**config.mk**
```make
export PLATFORM = sky130hd
export DESIGN_NAME = fixed_frame_marker_flat
export DESIGN_NICKNAME = d
export VERILOG_FILES = /design/src/rtl/fixed_frame_marker_if.sv /design/src/rtl/fixed_frame_marker.sv /design/src/flat_wrapper.sv
export SDC_FILE = /design/constraint.sdc
export NUM_CORES = 1
export LEC_CHECK = 0
export ABC_AREA = 1
export CAP_MARGIN = 10
export CORE_MARGIN = 2
export CORE_UTILIZATION = 31
export DETAILED_ROUTE_END_ITERATION = 6
export PLACE_DENSITY_LB_ADDON = 0.12
export SLEW_MARGIN = 15
export SYNTH_ARGS = -nofsm -noshare
export SYNTH_HDL_FRONTEND = slang
export SYNTH_SLANG_ARGS = --single-unit
```
**constraint.sdc**
```tcl
create_clock -name clk_i -period 3.65 [get_ports clk_i]
set_input_delay 0.365 -clock clk_i [delete_from_list [all_inputs] [get_ports clk_i]]
set_output_delay 0.365 -clock clk_i [all_outputs]
set_load 0.02 [all_outputs]
```
**src/rtl/fixed_frame_marker_if.sv**
```systemverilog
// AXI4-Stream bundle carrying the video pixel stream into and out of the marker.
interface axi4_stream_if #(
  parameter int TDATA_WIDTH = 16,
  parameter int TID_WIDTH   = 1,
  parameter int TDEST_WIDTH = 1
);
  localparam int TDATA_WIDTH_B = TDATA_WIDTH / 8;

  logic                     tvalid;
  logic                     tready;
  logic [TDATA_WIDTH-1:0]   tdata;
  logic [TDATA_WIDTH_B-1:0] tstrb;
  logic [TDATA_WIDTH_B-1:0] tkeep;
  logic [TID_WIDTH-1:0]     tid;
  logic [TDEST_WIDTH-1:0]   tdest;
  logic                     tuser;
  logic                     tlast;

  modport master (
    output tvalid, tdata, tstrb, tkeep, tid, tdest, tuser, tlast,
    input  tready
  );

  modport slave (
    input  tvalid, tdata, tstrb, tkeep, tid, tdest, tuser, tlast,
    output tready
  );
endinterface

```
**src/rtl/fixed_frame_marker.sv**
```systemverilog
// Re-tags an unmarked pixel stream with SOF (tuser) and EOL (tlast) derived from a
// fixed frame geometry, through a single output register stage.
module fixed_frame_marker #(
  parameter int FRAME_RES_X = 1920,
  parameter int FRAME_RES_Y = 1080,
  parameter int PX_WIDTH    = 10,
  parameter int TID_WIDTH   = 1,
  parameter int TDEST_WIDTH = 1
) (
  input  logic          clk_i,
  input  logic          rst_n_i,
  axi4_stream_if.slave  video_i,
  axi4_stream_if.master video_o,
  input  logic          resync_i,
  output logic          frame_done_o
);
  localparam int TDATA_WIDTH   = ((PX_WIDTH + 7) / 8) * 8;
  localparam int TDATA_WIDTH_B = TDATA_WIDTH / 8;
  localparam int PX_W          = $clog2(FRAME_RES_X);
  localparam int LN_W          = $clog2(FRAME_RES_Y);
  localparam logic [PX_W-1:0] PX_LAST = PX_W'(FRAME_RES_X - 1);
  localparam logic [LN_W-1:0] LN_LAST = LN_W'(FRAME_RES_Y - 1);

  logic                     r_tvalid;
  logic [TDATA_WIDTH-1:0]   r_tdata;
  logic [TDATA_WIDTH_B-1:0] r_tstrb;
  logic [TDATA_WIDTH_B-1:0] r_tkeep;
  logic [TID_WIDTH-1:0]     r_tid;
  logic [TDEST_WIDTH-1:0]   r_tdest;
  logic                     r_tuser;
  logic                     r_tlast;
  logic                     r_last_px;
  logic [PX_W-1:0]          r_px_cnt;
  logic [LN_W-1:0]          r_line_cnt;

  logic            w_in_ready;
  logic            w_hs_i;
  logic [PX_W-1:0] w_px_eff;
  logic [LN_W-1:0] w_line_eff;
  logic [PX_W-1:0] w_px_next;
  logic [LN_W-1:0] w_line_next;
  logic            w_is_sof;
  logic            w_is_eol;
  logic            w_is_eof;

  assign w_in_ready = !r_tvalid || video_o.tready;
  assign w_hs_i     = video_i.tvalid && w_in_ready;

  // A resync makes the beat in the same cycle position (0,0) before any counting.
  assign w_px_eff   = resync_i ? '0 : r_px_cnt;
  assign w_line_eff = resync_i ? '0 : r_line_cnt;

  assign w_is_sof = (w_px_eff == '0) && (w_line_eff == '0);
  assign w_is_eol = (w_px_eff == PX_LAST);
  assign w_is_eof = w_is_eol && (w_line_eff == LN_LAST);

  always_comb begin
    w_px_next   = w_px_eff + PX_W'(1);
    w_line_next = w_line_eff;
    if (w_is_eol) begin
      w_px_next   = '0;
      w_line_next = (w_line_eff == LN_LAST) ? '0 : w_line_eff + LN_W'(1);
    end
  end

  always_ff @(posedge clk_i or negedge rst_n_i) begin
    if (!rst_n_i) begin
      r_tvalid   <= 1'b0;
      r_tdata    <= '0;
      r_tstrb    <= '0;
      r_tkeep    <= '0;
      r_tid      <= '0;
      r_tdest    <= '0;
      r_tuser    <= 1'b0;
      r_tlast    <= 1'b0;
      r_last_px  <= 1'b0;
      r_px_cnt   <= '0;
      r_line_cnt <= '0;
    end else begin
      if (w_in_ready) begin
        r_tvalid  <= video_i.tvalid;
        r_tdata   <= video_i.tdata;
        r_tstrb   <= video_i.tstrb;
        r_tkeep   <= video_i.tkeep;
        r_tid     <= video_i.tid;
        r_tdest   <= video_i.tdest;
        r_tuser   <= w_hs_i && w_is_sof;
        r_tlast   <= w_hs_i && w_is_eol;
        r_last_px <= w_hs_i && w_is_eof;
      end
      if (w_hs_i) begin
        r_px_cnt   <= w_px_next;
        r_line_cnt <= w_line_next;
      end else if (resync_i) begin
        r_px_cnt   <= '0;
        r_line_cnt <= '0;
      end
    end
  end

  assign video_i.tready = w_in_ready;
  assign video_o.tvalid = r_tvalid;
  assign video_o.tdata  = r_tdata;
  assign video_o.tstrb  = r_tstrb;
  assign video_o.tkeep  = r_tkeep;
  assign video_o.tid    = r_tid;
  assign video_o.tdest  = r_tdest;
  assign video_o.tuser  = r_tuser;
  assign video_o.tlast  = r_tlast;

  assign frame_done_o = r_tvalid && video_o.tready && r_tlast && r_last_px;
endmodule

```
**src/flat_wrapper.sv**
```systemverilog
// flat-port wrapper written by rule: the top's interface ports become plain ports
module fixed_frame_marker_flat 
#(
  parameter int FRAME_RES_X = 1920,
  parameter int FRAME_RES_Y = 1080,
  parameter int PX_WIDTH    = 10,
  parameter int TID_WIDTH   = 1,
  parameter int TDEST_WIDTH = 1
)
  (clk_i, rst_n_i, resync_i, frame_done_o, video_i_tvalid, video_i_tdata, video_i_tstrb, video_i_tkeep, video_i_tid, video_i_tdest, video_i_tuser, video_i_tlast, video_i_tready, video_o_tvalid, video_o_tdata, video_o_tstrb, video_o_tkeep, video_o_tid, video_o_tdest, video_o_tuser, video_o_tlast, video_o_tready);
  axi4_stream_if #(.TDATA_WIDTH(16), .TID_WIDTH(TID_WIDTH), .TDEST_WIDTH(TDEST_WIDTH)) video_i_i ();
  axi4_stream_if #(.TDATA_WIDTH(16), .TID_WIDTH(TID_WIDTH), .TDEST_WIDTH(TDEST_WIDTH)) video_o_i ();
  input  logic clk_i;
  input  logic rst_n_i;
  input  logic resync_i;
  output logic frame_done_o;
  input wire logic [$bits(video_i_i.tvalid)-1:0] video_i_tvalid;
  input wire logic [$bits(video_i_i.tdata)-1:0] video_i_tdata;
  input wire logic [$bits(video_i_i.tstrb)-1:0] video_i_tstrb;
  input wire logic [$bits(video_i_i.tkeep)-1:0] video_i_tkeep;
  input wire logic [$bits(video_i_i.tid)-1:0] video_i_tid;
  input wire logic [$bits(video_i_i.tdest)-1:0] video_i_tdest;
  input wire logic [$bits(video_i_i.tuser)-1:0] video_i_tuser;
  input wire logic [$bits(video_i_i.tlast)-1:0] video_i_tlast;
  output wire logic [$bits(video_i_i.tready)-1:0] video_i_tready;
  output wire logic [$bits(video_o_i.tvalid)-1:0] video_o_tvalid;
  output wire logic [$bits(video_o_i.tdata)-1:0] video_o_tdata;
  output wire logic [$bits(video_o_i.tstrb)-1:0] video_o_tstrb;
  output wire logic [$bits(video_o_i.tkeep)-1:0] video_o_tkeep;
  output wire logic [$bits(video_o_i.tid)-1:0] video_o_tid;
  output wire logic [$bits(video_o_i.tdest)-1:0] video_o_tdest;
  output wire logic [$bits(video_o_i.tuser)-1:0] video_o_tuser;
  output wire logic [$bits(video_o_i.tlast)-1:0] video_o_tlast;
  input wire logic [$bits(video_o_i.tready)-1:0] video_o_tready;
  assign video_i_i.tvalid = video_i_tvalid;
  assign video_i_i.tdata = video_i_tdata;
  assign video_i_i.tstrb = video_i_tstrb;
  assign video_i_i.tkeep = video_i_tkeep;
  assign video_i_i.tid = video_i_tid;
  assign video_i_i.tdest = video_i_tdest;
  assign video_i_i.tuser = video_i_tuser;
  assign video_i_i.tlast = video_i_tlast;
  assign video_i_tready = video_i_i.tready;
  assign video_o_tvalid = video_o_i.tvalid;
  assign video_o_tdata = video_o_i.tdata;
  assign video_o_tstrb = video_o_i.tstrb;
  assign video_o_tkeep = video_o_i.tkeep;
  assign video_o_tid = video_o_i.tid;
  assign video_o_tdest = video_o_i.tdest;
  assign video_o_tuser = video_o_i.tuser;
  assign video_o_tlast = video_o_i.tlast;
  assign video_o_i.tready = video_o_tready;
  fixed_frame_marker #(.FRAME_RES_X(FRAME_RES_X), .FRAME_RES_Y(FRAME_RES_Y), .PX_WIDTH(PX_WIDTH), .TID_WIDTH(TID_WIDTH), .TDEST_WIDTH(TDEST_WIDTH)) u_core (.clk_i(clk_i), .rst_n_i(rst_n_i), .video_i(video_i_i), .video_o(video_o_i), .resync_i(resync_i), .frame_done_o(frame_done_o));
endmodule
```
After elaboration in Yosys (flattened, before gate mapping):

Cells that the tools add are included.

* bits in registers: 48
* input bits: 29
* output and inout port bits: 27

* add/sub/neg operators: 2
* eq/ne operators: 2
* multiplexer cells: 7
* reduce and logical (&&, ||, !) cells: 13

Operators by type and width (number)
* $mux W11: 7
* $add A11 B1 Y11 const B: 2
* $eq A11 B11 Y1 const B: 2
* $logic_not A11 Y1: 2
* $logic_and A1 B1 Y1: 9
* $logic_not A1 Y1: 1
* $logic_or A1 B1 Y1: 1

Depth between registers and ports, before layout:

Gate-level depths: netlist of the first run.

* word-level depth: 5
* depth in mapped cells: 14
* mapped depth without buffers: 12

Worst setup path before layout of the first run:

No wires, ideal clock.

* kind: in2reg
* start: input resync_i
* end: register u_core.r_line_cnt[1]
* arrival: 1.765 ns
* data required time: 3.533 ns
* slack: 1.769 ns
* cell stages on the path: 14
* cell sequence: inv_4 buf_6 buf_6 nand2_1 inv_1 ha_1 nand3_1 nor2_2 nand3_4 nor2_8 buf_8 nand2_1 o21ai_1 inv_2

* longest elaborated chain between the ends: 5
* elaborated cells between the ends (all ways): 8
* classes of those cells: 1 x add/sub; 2 x eq/ne; 5 x mux

RTL lines
* start, declared: RTL line flat_wrapper.sv:15 `input logic resync_i;`
* $mux W11: RTL line fixed_frame_marker.sv:51 `assign w_line_eff = resync_i ? '0 : r_line_cnt;`
* $add A11 B1 Y11 or $eq A11 B11 Y1 (tied branches): RTL line fixed_frame_marker.sv:62 `w_line_next = (w_line_eff == LN_LAST) ? '0 : w_line_eff + LN_W'(1);`
* $mux W11: RTL line fixed_frame_marker.sv:62
* $mux W11: RTL line fixed_frame_marker.sv:60 `if (w_is_eol) begin`
* $mux W11 (*): RTL line fixed_frame_marker.sv:91 `if (w_hs_i) begin`
* end signal, assigned: RTL line fixed_frame_marker.sv:93 `r_line_cnt <= w_line_next;`
* end, declared: RTL line fixed_frame_marker.sv:34 `logic [LN_W-1:0] r_line_cnt;`

Every way passes the cells marked *; elsewhere a longest branch is shown, timed or not.
A chain may end at the register's enable or synchronous reset.

Worst setup path in the final report of the first run:

* start: input resync_i
* end: register u_core.r_line_cnt[5]

Same word-level chain as after synthesis.

==> results of run 1 <==
cell usage in the layout, fill, tap and decap left out:
cell type and instances:
a21oi_1 3, buf_2 1, buf_4 2, bufinv_16 2, clkbuf_8 5, clkdlybuf4s50_1 52, dfrtp_1 48, ha_1 3
inv_1 32, inv_2 2, inv_4 1, mux2_2 22, nand2_1 63, nand2_2 6, nand3_1 24, nand3_2 3
nand3_4 1, nand3b_1 4, nand4_1 9, nor2_1 32, nor2_2 6, nor2_4 1, nor2_8 1, nor3_1 1
nor3_2 1, o21ai_0 6, o21ai_1 5, xor2_1 4
metal layers:
metal	wire length (µm)	share of wire [%]	vias up
li1	-	-	1024
met1	2650	46	949
met2	2560	44	61
met3	493	8.5	7
met4	85	1.5	0
met5	0	0	-
flip-flops by register name, indices dropped and copies added (netlist names), 2 cells and up:
signal,flops
u_core.video_o.tdata,16
u_core.r_line_cnt,11
u_core.r_px_cnt,11
u_core.video_o.tkeep,2
u_core.video_o.tstrb,2
cell type report:
cell class / instances / area (µm²) / area share [%]
clock buffer: 5 / 68.8 / 2.11
clock inverter: 2 / 60.1 / 1.85
inverter: 35 / 134 / 4.11
multi-input combinational: 195 / 1120 / 34.5
sequential: 48 / 1200 / 36.9
tap: 102 / 128 / 3.92
timing repair buffer: 55 / 541 / 16.6
metrics by stage:
stage | cell area [µm²] | util (%)
floorplan | 2510 | -
global placement | 3130 | 40.2
detailed placement | 3130 | 40.2
CTS | 3250 | 41.9
global route | 3250 | 41.9
finish | 3250 | 41.9
power by group through the flow:
stage | Clock (W) | Combinational (W) | Sequential [W]
floorplan | 0 | 0.0000595 | 0.000624
global placement | 0 | 0.000207 | 0.000588
detailed placement | 0 | 0.000207 | 0.000589
CTS | 0.000480 | 0.000208 | 0.000579
global route | 0.000494 | 0.000220 | 0.000584
finish | 0.000464 | 0.000203 | 0.000578
synth_stat cells:
cell type / count / area [µm²]
xor2_1: 4 / 35.0
nand3_2: 3 / 30.0
nor2_1: 32 / 120
inv_2: 2 / 7.51
nor2_2: 6 / 37.5
inv_1: 32 / 120
o21ai_0: 6 / 30.0
nand2_1: 63 / 236
buf_2: 3 / 15.0
inv_4: 1 / 6.26
a21oi_1: 3 / 15.0
dfrtp_1: 48 / 1200
mux2_2: 22 / 248
nor2_8: 1 / 20.0
o21ai_1: 5 / 25.0
ha_1: 3 / 37.5
nor3_2: 1 / 10.0
buf_6: 2 / 22.5
nor2_4: 1 / 11.3
nand3_1: 24 / 120
buf_8: 1 / 15.0
nor3_1: 1 / 5.00
nand2_2: 6 / 37.5
nand3_4: 1 / 17.5
nand4_1: 9 / 56.3
nand3b_1: 4 / 30.0
worst paths after layout:
path                            slack, ps  cells past startpoint                        to                      from
worst min-delay path                   10                      1        u_core.r_px_cnt[7]                   rst_n_i
min in group clk_i                    510                      1  u_core.video_o.tdata[14]  u_core.video_o.tdata[14]
worst max-delay path                 1120                     13      u_core.r_line_cnt[5]                  resync_i
worst min register to register        510                      1  u_core.video_o.tdata[14]  u_core.video_o.tdata[14]
worst max register to register       1650                      7        u_core.r_px_cnt[6]     u_core.video_o.tvalid
max in group asynchronous            2890                      2   u_core.video_o.tdata[5]                   rst_n_i
critical path, cell delays in order:
cell and delay, ps:
clkdlybuf4s50_1 560, inv_4 320, nand2_1 200, inv_1 140, ha_1 190, nand3_1 90
nor2_2 170, nand2_1 110, nor2_2 170, nand2_2 180, o21ai_1 180, nand2_1 70
inv_1 50
logic make-up after synthesis:
kind of cell | Yosys count
and+or+nand+nor | 152
DFF | 48
buffers and inverters | 41
muxes | 22
AOI/OAI and AO/OA | 14
xor gates and xnor gates | 4
adders and majority gates | 3
==> impl_results.md, run 1 <==
* Status: completed
* Sum Neg Setup Slack at 0 ps
* Global-route wire length before repair at ~10000 µm
* Sequential share of power at 46.4%
* Clock Power Share at roughly 37%
* Startpoint types: input pin
* YS warnings at 0
* Worst-skew pair later-pin latency at 310 ps
* Starting Density at between 30 and 40%
* GRT met3 Usage at roughly 5.8%
* RSZ-0062 raised after global routing: false
* Number of nets with antenna violations after routing at 0
* # rows at 32
* Buffers on Ports at 53
* Synth Area in XOR/XNOR at under 10%
* Core Box Area at 7770 µm²
* Dominant combinational cell family by area after synthesis: simple AND/OR/NAND/NOR gates
* Min Hold Slack at 12.8 ps
* Post-synthesis mux area share at around 9.9%
* Sequential area share after synthesis at a little under half
* Initial DRC Count at between 90 and 100
* Mapped Cells at ~280
* Synth cell types at 26
* Internal Dissipation at ~0.00094 W
* Final worst setup slack at 1120 ps
* Die Area at slightly below 9000 µm²
* Switch Pwr at just over 0.0003 W
* Post-synthesis adder-cell area fraction at between 1 and 1.5%
* Vias/cell at around 4.6
* Clock transition at path regs at about 100 ps
* DRC at 0
* Worst path arrival time at ~2800 ps
* DP HPWL at between 4000 and 5000 µm
* GR Overflow Total at 0
* Sw Share at roughly a quarter
* Gr usage total at around 14%
* Max-slew headroom at 66.1%
* Yosys reg bits at 48
* Combinational Power Share at between 15 and 20%
* Initial antenna violation count at 0
* VDD IR max at 226 µV
* Syn_nets at about 320
* Endpoints failing setup at 0
* Final wirelength at ~5800 µm
* Worst setup EP type: register
* Share of layout cells above drive strength 1 at ~16%
* Grt met2 use at 21.1%
* Top Usage Layer GRT: met2
* Final hold vios at 0
* Routability congestion estimate at a little under 0.9
* # H-tree levels at 2
* Worst-Margin Slew at 509 ps
* Area growth, synth to finish at 29.7%
* Max Fclk at ~400 MHz
* Num ports at 56
* Final non-filler cell total at between 400 and 500
* Slew Limit Fails at 0
* ANT cells at 0
* Worst Path Required at between 3000 and 4000 ps
* Post-synthesis compound-gate area fraction at roughly 2.8%
* Max_cap viols at 0
* Cts bufs inserted at 5
* Vias at 2041
* Nets at between 300 and 400
* CTS Hold Bufs at 0
* Root Buffer Master: clkbuf_8
* Met1 Usage GRT at 18.7%
* Post-Place Cells at between 400 and 500
* Power Density at ~380 nW/µm²
* Crit Path Max Fanout at 28
* Final period util at between 60% and 70%
* Power Total at between 0.001 and 0.0015 W
* Drt first pass iters at 4
* Die X at roughly 94 µm
* Post_cts resized at 0
* Period minus WS final at around 2500 ps
* Clock Skew at between 7 and 8 ps
* Leak at approximately 1.5 nW
* Hold crit path type: input pin to async pin
* Vias in the first global route at roughly 2.0k
* Netlist Area Pre-Place at ~2500 µm²
* CTS tree: built
* CP Class: input pin to register
* Die Ht at 94.0 µm
* WL/cell at 13.1 µm
* Clk sinks at between 40 and 50
* Post-CTS setup buffer count at 0
* Simple-gate share of the synthesized area at between 20% and 30%
* Max clock buf depth at 2
* Worst slack, placed at approximately 770 ps
* Fillers at 780
* Avg Cell Area, Syn at a little under 9 µm²
* Largest net degree at the start of global routing at 29
Note: power is estimated with default switching activity, not from simulation.
==> run 2: changes to the inputs <==
- clock period: 3.65 -> 2.29 ns (I/O delays scaled with it)
==> impl_results.md, run 2 (synthesis results as in run 1) <==
* Status: completed
* Area growth, synth to finish at 32.8%
* CP Class: input pin to output pin
* Vias at roughly 2.1k
* Combinational Power Share at between 10% and 20%
* Crit-path cells: clkdlybuf4s50_1, inv_2, nand2_2, buf_4, clkdlybuf4s50_1
* Grt met2 use at about a quarter
* Root Buffer Master: clkbuf_8
* Routability congestion estimate at roughly 0.8
* Clock Power Share at 34.3%
* RR Startpoint: u_core.r_px_cnt[1]
* Sw Share at roughly a quarter
* Power Density at between 500 and 600 nW/µm²
* GRT met3 Usage at about 5.5%
* Sum Neg Setup Slack at 0 ps
* VDD IR max at roughly 390 µV
* Startpoint types: input pin
* CP dominant cell by count: clkdlybuf4s50_1
* Nets at between 300 and 400
* Worst R2R Setup Slack at 550 ps
* Commonest non-fill, non-tap cell in the layout: nand2_1
* Endpoints failing setup at 0
* Clock Skew at between 7 and 8 ps
* Max-slew headroom at between 60% and 70%
* DRC at 0
* Max Fclk at roughly 530 MHz
* Final hold vios at 0
* Vias/cell at between 4 and 5
* Worst path bufs/invs at 4
* Cts bufs inserted at 5
* ANT cells at 0
* Buffers on Ports at 53
* Worst path slowest cell: clkdlybuf4s50_1
* Max clock buf depth at 2
* # H-tree levels at 2
* Gr usage total at around 15%
* Top Usage Layer GRT: met2
* Sequential share of power at 48.1%
* Hold crit path type: input pin to async pin
* Starting Density at 32.3%
* Most frequent cells in the layout: nand2_1 (63), clkdlybuf4s50_1 (52), dfrtp_1 (48), inv_1 (32), nor2_1 (32)
* Vias in the first global route at between 2k and 2.5k
* Global-route wire length before repair at 10400 µm
* Initial DRC Count at 86
* Layout Utilization at a little over two fifths
* Max_cap viols at 0
* Slew Limit Fails at 0
* Storage element area at 1200 µm²
* GR Overflow Total at 0
* Fillers at 829
* Core Box Area at roughly 7800 µm²
* Post-CTS setup buffer count at 0
* CP top delay family: buffers and inverters
* Switch Pwr at roughly 0.00049 W
* RSZ-0062 raised after global routing: false
* Worst-Margin Slew at around 570 ps
* Reg-to-Reg End: u_core.r_line_cnt[10]
* Area occupied by multi-input gates at between 1000 and 1500 µm²
* Period minus WS final at between 1500 and 2000 ps
* Die Area at around 9000 µm²
* Final period util at about 83%
* Die X at 94.0 µm
* Share of layout cells above drive strength 1 at 18.5%
* Clk sinks at 48
* Initial antenna violation count at 0
* Critical Path Max Stage Delay at a little over 600 ps
* # rows at 32
* Num ports at between 50 and 60
* Largest net degree at the start of global routing at 26
* Worst-skew pair later-pin latency at roughly 300 ps
* Clock transition at path regs at approximately 90 ps
* Worst path arrival time at roughly 1700 ps
* DP HPWL at ~4500 µm
* CTS tree: built
* Drt first pass iters at 4
* Number of nets with antenna violations after routing at 0
* Die Ht at around 94 µm
* Worst setup EP type: output pin
* Internal Dissipation at 0.00143 W
* WL/cell at around 13 µm
* Final wirelength at approximately 6000 µm
* Leak at approximately 1.6 nW
* CTS Hold Bufs at 1
* Levels on crit path at 5
* R2R depth at 10
* Worst Path Required at just over 2000 ps
* Crit Path Max Fanout at 9
* Post_cts resized at 0
* Max reg flops at 16
* Met1 Usage GRT at between 10% and 20%
[run 2: how the worst max path moves through the flow]
stage	start	endpoint	slack (ps)
6_report	video_o_tready	video_i_tready	390
5_1_grt	resync_i	u_core.r_line_cnt[5]	220
4_1_cts	video_o_tready	video_i_tready	360
3_5_place_dp	resync_i	u_core.r_line_cnt[10]	70
3_3_place_gp	resync_i	u_core.r_line_cnt[10]	80
2_1_floorplan	resync_i	u_core.r_line_cnt[1]	540
[run 2: power groups by stage]
| stage | registers (W) | logic, W | clock network, W |
|---|---|---|---|
| after floorplan | 0.000995 | 0.0000949 | 0 |
| after global placement | 0.000938 | 0.000341 | 0 |
| after detailed placement | 0.000939 | 0.000342 | 0 |
| after CTS | 0.000924 | 0.000345 | 0.000694 |
| after global routing | 0.000930 | 0.000367 | 0.000725 |
| final | 0.000922 | 0.000338 | 0.000657 |
[run 2: area by class of cell]
class                      count  share of cell area, %
sequential                    48                   36.0
multi-input combinational    195                   33.7
timing repair buffer          66                   18.8
inverter                      35                   4.02
tap                          102                   3.83
clock buffer                   6                   2.48
clock inverter                 2                   1.16
[run 2: through the flow]
step                total power, W  worst slack (ps)  hold slack (ps)  instances  area, µm²
finish                     0.00192               390              446        454       3330
global route               0.00202               225              491        454       3330
global placement           0.00128              76.3              264        445       3200
CTS                        0.00196               360              465        454       3330
floorplan                  0.00109               545            -66.6        284       2510
detailed placement         0.00128              74.4              263        445       3200
[run 2: metal layers]
metal	routed length [µm]	share of wire (%)	vias to the layer above
met4	18	0.31	0
met3	470	8.0	2
li1	-	-	1046
met5	0	0	-
met2	2670	46	53
met1	2690	46	955
==> run 3: changes to the inputs <==
- clock period: 2.29 -> 1.58 ns (I/O delays scaled with it)
==> impl_results.md, run 3 (synthesis results as in run 1) <==
* Startpoint types: register
* Worst-Margin Slew at about 270 ps
* Storage element area at around 1200 µm²
* Largest net degree at the start of global routing at 49
* Fillers at 759
* Crit Path Max Fanout at 2
* Initial DRC Count at around 130
* Period minus WS final at between 1500 and 2000 ps
* Power Density at 755 nW/µm²
* Most frequent cells in the layout: nand2_1 (56), buf_4 (52), clkdlybuf4s50_1 (48), dfrtp_1 (48), inv_1 (29)
* Worst slack, placed at -514 ps
* Final hold vios at 0
* Final worst setup slack at a little under 20 ps
* WL/cell at about 13 µm
* Routability congestion estimate at 0.832
* Slew Limit Fails at 0
* Die Area at between 8000 and 9000 µm²
* Leak at between 1.5 and 2 nW
* GR Overflow Total at 0
* Max-slew headroom at 81.8%
* Drt first pass iters at 5
* Buffers on Ports at 53
* Max Fclk at between 600 and 700 MHz
* Starting Density at 32.3%
* Area growth, synth to finish at 55.2%
* Worst setup EP type: register
* Max clock buf depth at 2
* Critical Path Max Stage Delay at around 400 ps
* # rows at 32
* Nets at 429
* Worst path arrival time at about 1800 ps
* Power Total at approximately 0.0029 W
* Die X at approximately 94 µm
* Cts bufs inserted at 5
* Max reg flops at 16
* Die Ht at about 94 µm
* Area occupied by multi-input gates at about 1300 µm²
* Max_cap viols at 0
* DP HPWL at approximately 4600 µm
* Clk sinks at 48
* Sum Neg Setup Slack at 0 ps
* ANT cells at 0
* Commonest non-fill, non-tap cell in the layout: nand2_1
* CP Class: register to register
* DRC at 0
* Num ports at 56
* Global-route wire length before repair at 11300 µm
* Vias/cell at about 4.6
* VDD IR max at about 400 µV
* Worst Path Required at 1830 ps
* Share of layout cells above drive strength 1 at a little over a third
* Endpoints failing setup at 0
* Min Hold Slack at 350 ps
* Final wirelength at about 6500 µm
* Hold crit path type: input pin to async pin
* Status: completed
* Final period util at a little over nine tenths
* Worst path slowest cell: dfrtp_1
* Clock Skew at between 8 and 9 ps
* Root Buffer Master: clkbuf_8
* CTS tree: built
* Gr usage total at 16.3%
* Core Box Area at between 7000 and 8000 µm²
* Vias at approximately 2.3k
* # H-tree levels at 2
* RSZ-0062 raised after global routing: true
* Initial antenna violation count at 0
* Clock transition at path regs at 90 ps
* Worst-skew pair later-pin latency at 310 ps
* Crit-path cells: nand2_4, inv_2, ha_4, nand3_4, nor2_4, nand2_2, nor2_4, buf_4, nand3_1, nand2_1, inv_1, nor2_1
* Number of nets with antenna violations after routing at 0
* Vias in the first global route at roughly 2.4k
* CP dominant cell by count: nor2_4
run 3: cell count changes in the layout (fill, tap and decap cells not counted), sizes merged:
cell | previous run | this run
clkdlybuf4s50 | 52 | 48
clkinv | 1 | 0
clkbuf | 6 | 5
dlygate4sd2 | 0 | 2
buf | 13 | 58
nor2 | 40 | 41
clkdlybuf4s15 | 0 | 1
bufinv | 1 | 2
dlymetal6s2s | 0 | 1
run 3: final cells by class:
type | instances | area share [%]
Clock buffer | 5 | 1.77
Clock inverter | 2 | 1.54
Inverter | 35 | 3.69
Multi-Input combinational cell | 196 | 33.4
Sequential cell | 48 | 30.8
Tap cell | 102 | 3.28
Timing Repair Buffer | 111 | 25.4
run 3: final timing paths:
kind / slack [ps] / startpoint / to / depth (start not counted)
max: 20 / u_core.r_px_cnt[1] / u_core.r_line_cnt[4] / 12
min: 350 / rst_n_i / u_core.r_px_cnt[4] / 3
max reg2reg: 20 / u_core.r_px_cnt[1] / u_core.r_line_cnt[4] / 12
min reg2reg: 510 / u_core.video_o.tkeep[0] / u_core.video_o.tkeep[0] / 1
max in group asynchronous: 990 / rst_n_i / u_core.r_px_cnt[9] / 3
min in group clk_i: 450 / video_i_tstrb[1] / u_core.video_o.tstrb[1] / 2
run 3: what timing repair did:
action	4_1_cts	5_1_grt
hold endpoints to repair	48	0
cloned	1	0
endpoints found under the setup margin	20	21
pin swaps	7	15
setup buffers	0	2
gates resized for setup	18	28
hold buffers	1	0
run 3: worst max-delay path: cells and delay by family (launching register included):
| kind | cells | cell delay [ps] |
|---|---|---|
| simple gates | 8 | 760 |
| flops | 1 | 400 |
| buf+inv | 3 | 220 |
| fa+ha+maj | 1 | 130 |
run 3: routing by layer:
| layer | global-route usage (%) | vias up | wire length (µm) |
|---|---|---|---|
| li1 | - | 1144 | - |
| met1 | 22.4 | 1073 | 3090 |
| met2 | 25.5 | 67 | 2930 |
| met3 | 3.45 | 8 | 355 |
| met4 | 5.80 | 0 | 114 |
| met5 | 0 | - | 0 |
run 3: through the flow:
stage | cell area [µm²] | std cells | util [%]
finish | 3890 | 499 | 50.1
global route | 3890 | 499 | 50.1
CTS | 3780 | 497 | 48.7
detailed placement | 3580 | 488 | 46.0
global placement | 3580 | 488 | 46.0
floorplan | 2550 | 284 | -
run 3: power breakdown:
| part | switching (W) | total (W) | internal [W] |
|---|---|---|---|
| logic | 0.000250 | 0.000538 | 0.000288 |
| registers | 0.0000396 | 0.00134 | 0.00130 |
| clock network | 0.000442 | 0.00107 | 0.000624 |
| total | 0.000732 | 0.00294 | 0.00221 |
==> variant 1, RTL diff (flow settings as in run 3) <==
`FRAME_RES_Y` is set to 1080 in 2 places; all go to 2160.
--- a/src/rtl/fixed_frame_marker.sv
+++ b/src/rtl/fixed_frame_marker.sv
@@ -2,7 +2,7 @@
 // fixed frame geometry, through a single output register stage.
 module fixed_frame_marker #(
   parameter int FRAME_RES_X = 1920,
-  parameter int FRAME_RES_Y = 1080,
+  parameter int FRAME_RES_Y = 2160,
   parameter int PX_WIDTH    = 10,
   parameter int TID_WIDTH   = 1,
   parameter int TDEST_WIDTH = 1
--- a/src/flat_wrapper.sv
+++ b/src/flat_wrapper.sv
@@ -2,7 +2,7 @@
 module fixed_frame_marker_flat 
 #(
   parameter int FRAME_RES_X = 1920,
-  parameter int FRAME_RES_Y = 1080,
+  parameter int FRAME_RES_Y = 2160,
   parameter int PX_WIDTH    = 10,
   parameter int TID_WIDTH   = 1,
   parameter int TDEST_WIDTH = 1
Function: no difference found for any inputs over 10 cycles, from zero or initial values and one cycle with rst_n_i low; that may be too few to reach the edited logic, so the function may still have changed.
==> variant 1 against run 3 <==
- the run now ends with setup timing left
- die area increased by 2.1%
- design area increased by 5.1%
- largest cell class unchanged
- power decreased by 0.98%
- sequential cell count increased by 1
- setup slack got worse by 0.090 ns
- critical path type unchanged
- synthesized area increased by 2.2%
- wire length increased by 13%
==> variant 1: results (changes against run 3) <==
stage	metric	value	unit	change
detailed_routing	Via density	4.366		-5.0%
sta	slew margin rel.	74.51	%	-7.3 points
cells_and_area	share of cells above drive strength 1	29.31	%	-5.5 points
yosys	Commonest cells post-synth	nand2_1 (127), dfrtp_1 (49), nor2_1 (38)		
global_route	initial antenna violation count	0		unchanged
yosys	ys async rst share	100.0	%	unchanged
cts	clk slew on worst S/H paths	0.10	ns	
detailed_routing	initial detailed-routing violation count	69		-45%
cts	Clk Tree Root Cell	clkbuf_8		
worst_setup_path	Arr. time, crit path	1.90	ns	+0.09 ns
detailed_routing	met3 wire length	441	um	+24%
pwr	Pleak	2.055	nW	+12%
global_route	vias in the first global route	2534		+5.2%
sta	worst setup margin	-0.06984	ns	-0.08959 ns
worst_setup_path	Setup crit start kind	flip-flop		
placement	GPL Wtd Cong	0.8604		+3.5%
detailed_routing	DR WL met2	3.358	mm	+15%
global_route	met2 layer usage reported by global route	27.96	%	+2.5 points
detailed_routing	First-pass DRT Iterations	4		-1
detailed_routing	wire length per cell	12.94	um	-0.52%
pwr	Worst VDD drop	488.0	uV	+21%
yosys	Synth warnings	0		unchanged
global_route	largest net degree at the start of global routing	37		-24%
detailed_routing	max layer used	met4		
global_route	met1 Track Usage GR	22.56	%	+0.11 points
cells_and_area	fin cells	569		+14%
global_route	routing usage on met3	5.986	%	+2.5 points
cts	worst-skew pair later-pin latency	0.32	ns	
yosys	Synth Net Count	374		+18%
cells_and_area	max reg flops	16		unchanged
placement	Buffers on Ports	53		unchanged
global_route	first-pass GRT wire length	12.02	mm	+6.4%
worst_setup_path	FF-to-FF Start	u_core.r_px_cnt[0]		
cells_and_area	Layout Nets	496		+16%
cts	H-Tree Depth	2		unchanged
yosys	Post-Synthesis Cells	341		+20%
status	violated checks	setup timing		
sta	Setup violations, final	11		+11
worst_setup_path	Critical Path Fanout Max	8		+6
placement	Detail Placement HPWL	5.272	mm	+15%
global_route	Total Routing Usage GR	17.35	%	+1.0 points
cells_and_area	n_diodes	0		unchanged
cts	Clock Path Buffers	2		unchanged
status	status	complete, but fails checks		
placement	Placement Setup Slack	-0.5442	ns	-0.02981 ns
sta	Clock Skew	0.01005	ns	+0.001769 ns
yosys	largest cells by area after synthesis	dfrtp_1 (48%), nand2_1 (19%), nor2_1 (5.6%)		
yosys	Synth cell types	28		+7.7%
yosys	register area share after synthesis	47.80	%	-0.052 points
cts	Inserted Clock Buffers	5		unchanged
placement	DP Cell Count	551		+13%
min_path	Hold Crit Class	input pin to async pin		
detailed_routing	met1 WL	3.493	mm	+13%
variant 1: cell types whose count changed in the layout (fill, tap and decap cells not counted), moves of 3 or more:
cell,run 3,this run
a21oi_2,1,4
buf_4,52,61
inv_1,29,32
mux2_2,22,0
nand2_1,56,115
nand2_4,3,6
nand3_1,20,17
nand3_4,4,1
nor2_1,23,29
variant 1: worst max-delay path: stages (launching register included):
cell     delay [ns]
dfrtp_1        0.35
inv_2          0.04
nor2_4         0.11
ha_4           0.17
nand2_4        0.05
nor2_4         0.10
nand2_4        0.09
nor3_4         0.24
buf_6          0.20
buf_6          0.11
nand3_2        0.06
o21ai_2        0.06
variant 1: cell type report:
type / instances / area [um2]
Fill cell: 785 / 4039
Timing Repair Buffer: 124 / 1117
Sequential cell: 49 / 1226
Clock buffer: 5 / 68.82
Clock inverter: 3 / 50.05
Inverter: 37 / 141.4
Multi-Input combinational cell: 246 / 1360
Tap cell: 105 / 131.4
variant 1: repair_timing:
item	4_1_cts	5_1_grt
buffers inserted	3	7
hold buffers	1	0
pin swaps	7	22
endpoints found under the setup margin	20	19
endpoints found under the hold margin	13	0
gates resized for setup	25	38
variant 1: final timing paths:
kind,slack (ns),depth (start not counted),endpoint
max in group asynchronous,0.78,3,u_core.video_o.tvalid
worst min-delay path,0.28,2,u_core.r_px_cnt[0]
min in group clk_i,0.36,3,u_core.video_o.tdata[14]
worst min register to register,0.48,2,u_core.video_o.tstrb[1]
worst max-delay path,-0.07,11,u_core.r_line_cnt[0]
worst max register to register,-0.07,11,u_core.r_line_cnt[0]
variant 1: report_power, final:
group / switching (mW) / total, mW / leakage, nW / internal [mW]
clock: 0.494 / 0.980 / 0.0603 / 0.486
combinational: 0.287 / 0.561 / 1.36 / 0.274
sequential: 0.0453 / 1.37 / 0.634 / 1.33
variant 1: logic make-up after synthesis:
group / Yosys count / synth area share [%]
flip-flops: 49 / 47.81
XOR/XNOR: 5 / 1.707
adder cells (fa/ha/maj): 4 / 1.951
AND/OR/NAND/NOR: 217 / 36.83
buffers and inverters: 46 / 7.659
AO/OA/AOI/OAI: 20 / 4.049
variant 1: through the flow:
step | utilization, % | hold WS, ns | TNS [ns] | power [mW] | instance area, um2
2_1_floorplan | - | -0.1376 | 0 | 1.618 | 2601
3_3_place_gp | 45.39 | 0.09826 | -8.676 | 1.945 | 3692
3_5_place_dp | 45.39 | 0.09634 | -9.816 | 1.945 | 3692
4_1_cts | 48.04 | 0.2855 | -0.6162 | 2.950 | 3908
5_1_grt | 50.35 | 0.2983 | -1.761 | 3.062 | 4095
6_report | 50.35 | 0.2755 | -0.2739 | 2.914 | 4095
==> variant 2, RTL diff (flow settings as in run 3) <==
Without the edit above. Make the reset (`rst_n_i`) synchronous in one clocked block.
--- a/src/rtl/fixed_frame_marker.sv
+++ b/src/rtl/fixed_frame_marker.sv
@@ -63,7 +63,7 @@
     end
   end
 
-  always_ff @(posedge clk_i or negedge rst_n_i) begin
+  always_ff @(posedge clk_i) begin
     if (!rst_n_i) begin
       r_tvalid   <= 1'b0;
       r_tdata    <= '0;
Formal check against the unedited RTL: differs if rst_n_i is asserted again (counterexample within 4 cycles, from zero or initial values and one cycle with rst_n_i low); with rst_n_i held inactive, the same outputs for 10 cycles.
==> variant 2 against run 3 <==
- design area decreased by 6.6%
- wire length up 3.5%
- sequential share of layout area down 4.4 points
- power shrank 16%
- highest routed layer unchanged
- synthesized area is 3.7% lower
- critical path type is now flip-flop to output pin
- setup slack gained 0.065 ns
- sequential cell count did not move
- critical endpoint is now video_o_tvalid
- core utilization decreased by 2.6 points
==> variant 2: results (changes against run 3) <==
stage	metric	value	unit	change
status	status	finished, final reports clean		
worst_setup_path	FF-to-FF Start	u_core.r_px_cnt[0]		
global_route	met1 Track Usage GR	20.33	%	-2.1 points
worst_setup_path	Arr. time, crit path	1.34	ns	-0.47 ns
detailed_routing	total number of vias	2429		+6.0%
pwr	Pleak	1.673	nW	-8.9%
yosys	Commonest cells post-synth	nor2_1 (78), nand2_1 (64), dfxtp_1 (48)		
cells_and_area	share of cells above drive strength 1	24.67	%	-10 points
sta	final cycle utilization of the critical path	94.61	%	-4.1 points
worst_setup_path	Worst Setup EP	video_o_tvalid		
yosys	mux share of post-synthesis cell area	0	%	-9.9 points
worst_setup_path	worst setup path startpoint	u_core.video_o.tvalid		
cells_and_area	Layout Nets	482		+12%
cells_and_area	inverters	41		+17%
yosys	ys async rst share	0	%	-100 points
placement	Placement Setup Slack	-0.4905	ns	+0.02382 ns
detailed_routing	DR WL met2	2.993	mm	+2.3%
detailed_routing	WL final	6.715	mm	+3.5%
worst_setup_path	flop2flop setup slack	0.10	ns	+0.08 ns
cells_and_area	fillcell total	776		+2.2%
placement	DP Cell Count	540		+11%
global_route	met2 layer usage reported by global route	27.21	%	+1.7 points
pwr	Worst VDD drop	447.3	uV	+11%
placement	Detail Placement HPWL	4.834	mm	+5.2%
global_route	first-pass GRT wire length	11.23	mm	-0.61%
worst_setup_path	critical path's largest stage delay	0.63	ns	+0.23 ns
detailed_routing	met3 wire length	452	um	+27%
sta	Clock Skew	0.005241	ns	-0.003038 ns
cells_and_area	Signal buffers	106		-4.5%
worst_setup_path	Critical Path Fanout Max	3		+1
detailed_routing	wire length per cell	12.16	um	-6.5%
cells_and_area	num sequential	48		unchanged
global_route	Total Routing Usage GR	16.57	%	+0.23 points
yosys	compound-cell area share of the yosys netlist	9.011	%	+6.2 points
placement	placed instance area	3438	um2	-3.8%
detailed_routing	initial detailed-routing violation count	107		-14%
yosys	Synth cell types	29		+12%
cells_and_area	multi-input logic area	1296	um2	-0.48%
==> variant 2: timing repair <==
item	in CTS	in global routing
endpoints found under the hold margin	0	0
hold buffers	0	0
pin swaps	0	15
cloned	0	2
endpoints found under the setup margin	23	19
gates resized for setup	3	19
buffers inserted	0	3
==> variant 2: power by group <==
| part | switching, mW | leakage (nW) | internal (mW) |
|---|---|---|---|
| Combinational | 0.203 | 1.23 | 0.208 |
| Clock | 0.439 | 0.0473 | 0.350 |
| Sequential | 0.0250 | 0.394 | 1.26 |
| Total | 0.666 | 1.67 | 1.82 |
==> variant 2: how the worst min path moves through the flow <==
stage                                   end  slack [ns]
detailed placement     u_core.video_o.tlast        0.48
global placement           u_core.r_last_px        0.46
finish                   u_core.video_o.tid        0.42
floorplan           u_core.video_o.tdata[1]        0.29
global route        u_core.video_o.tkeep[0]        0.42
CTS                 u_core.video_o.tdata[4]        0.42
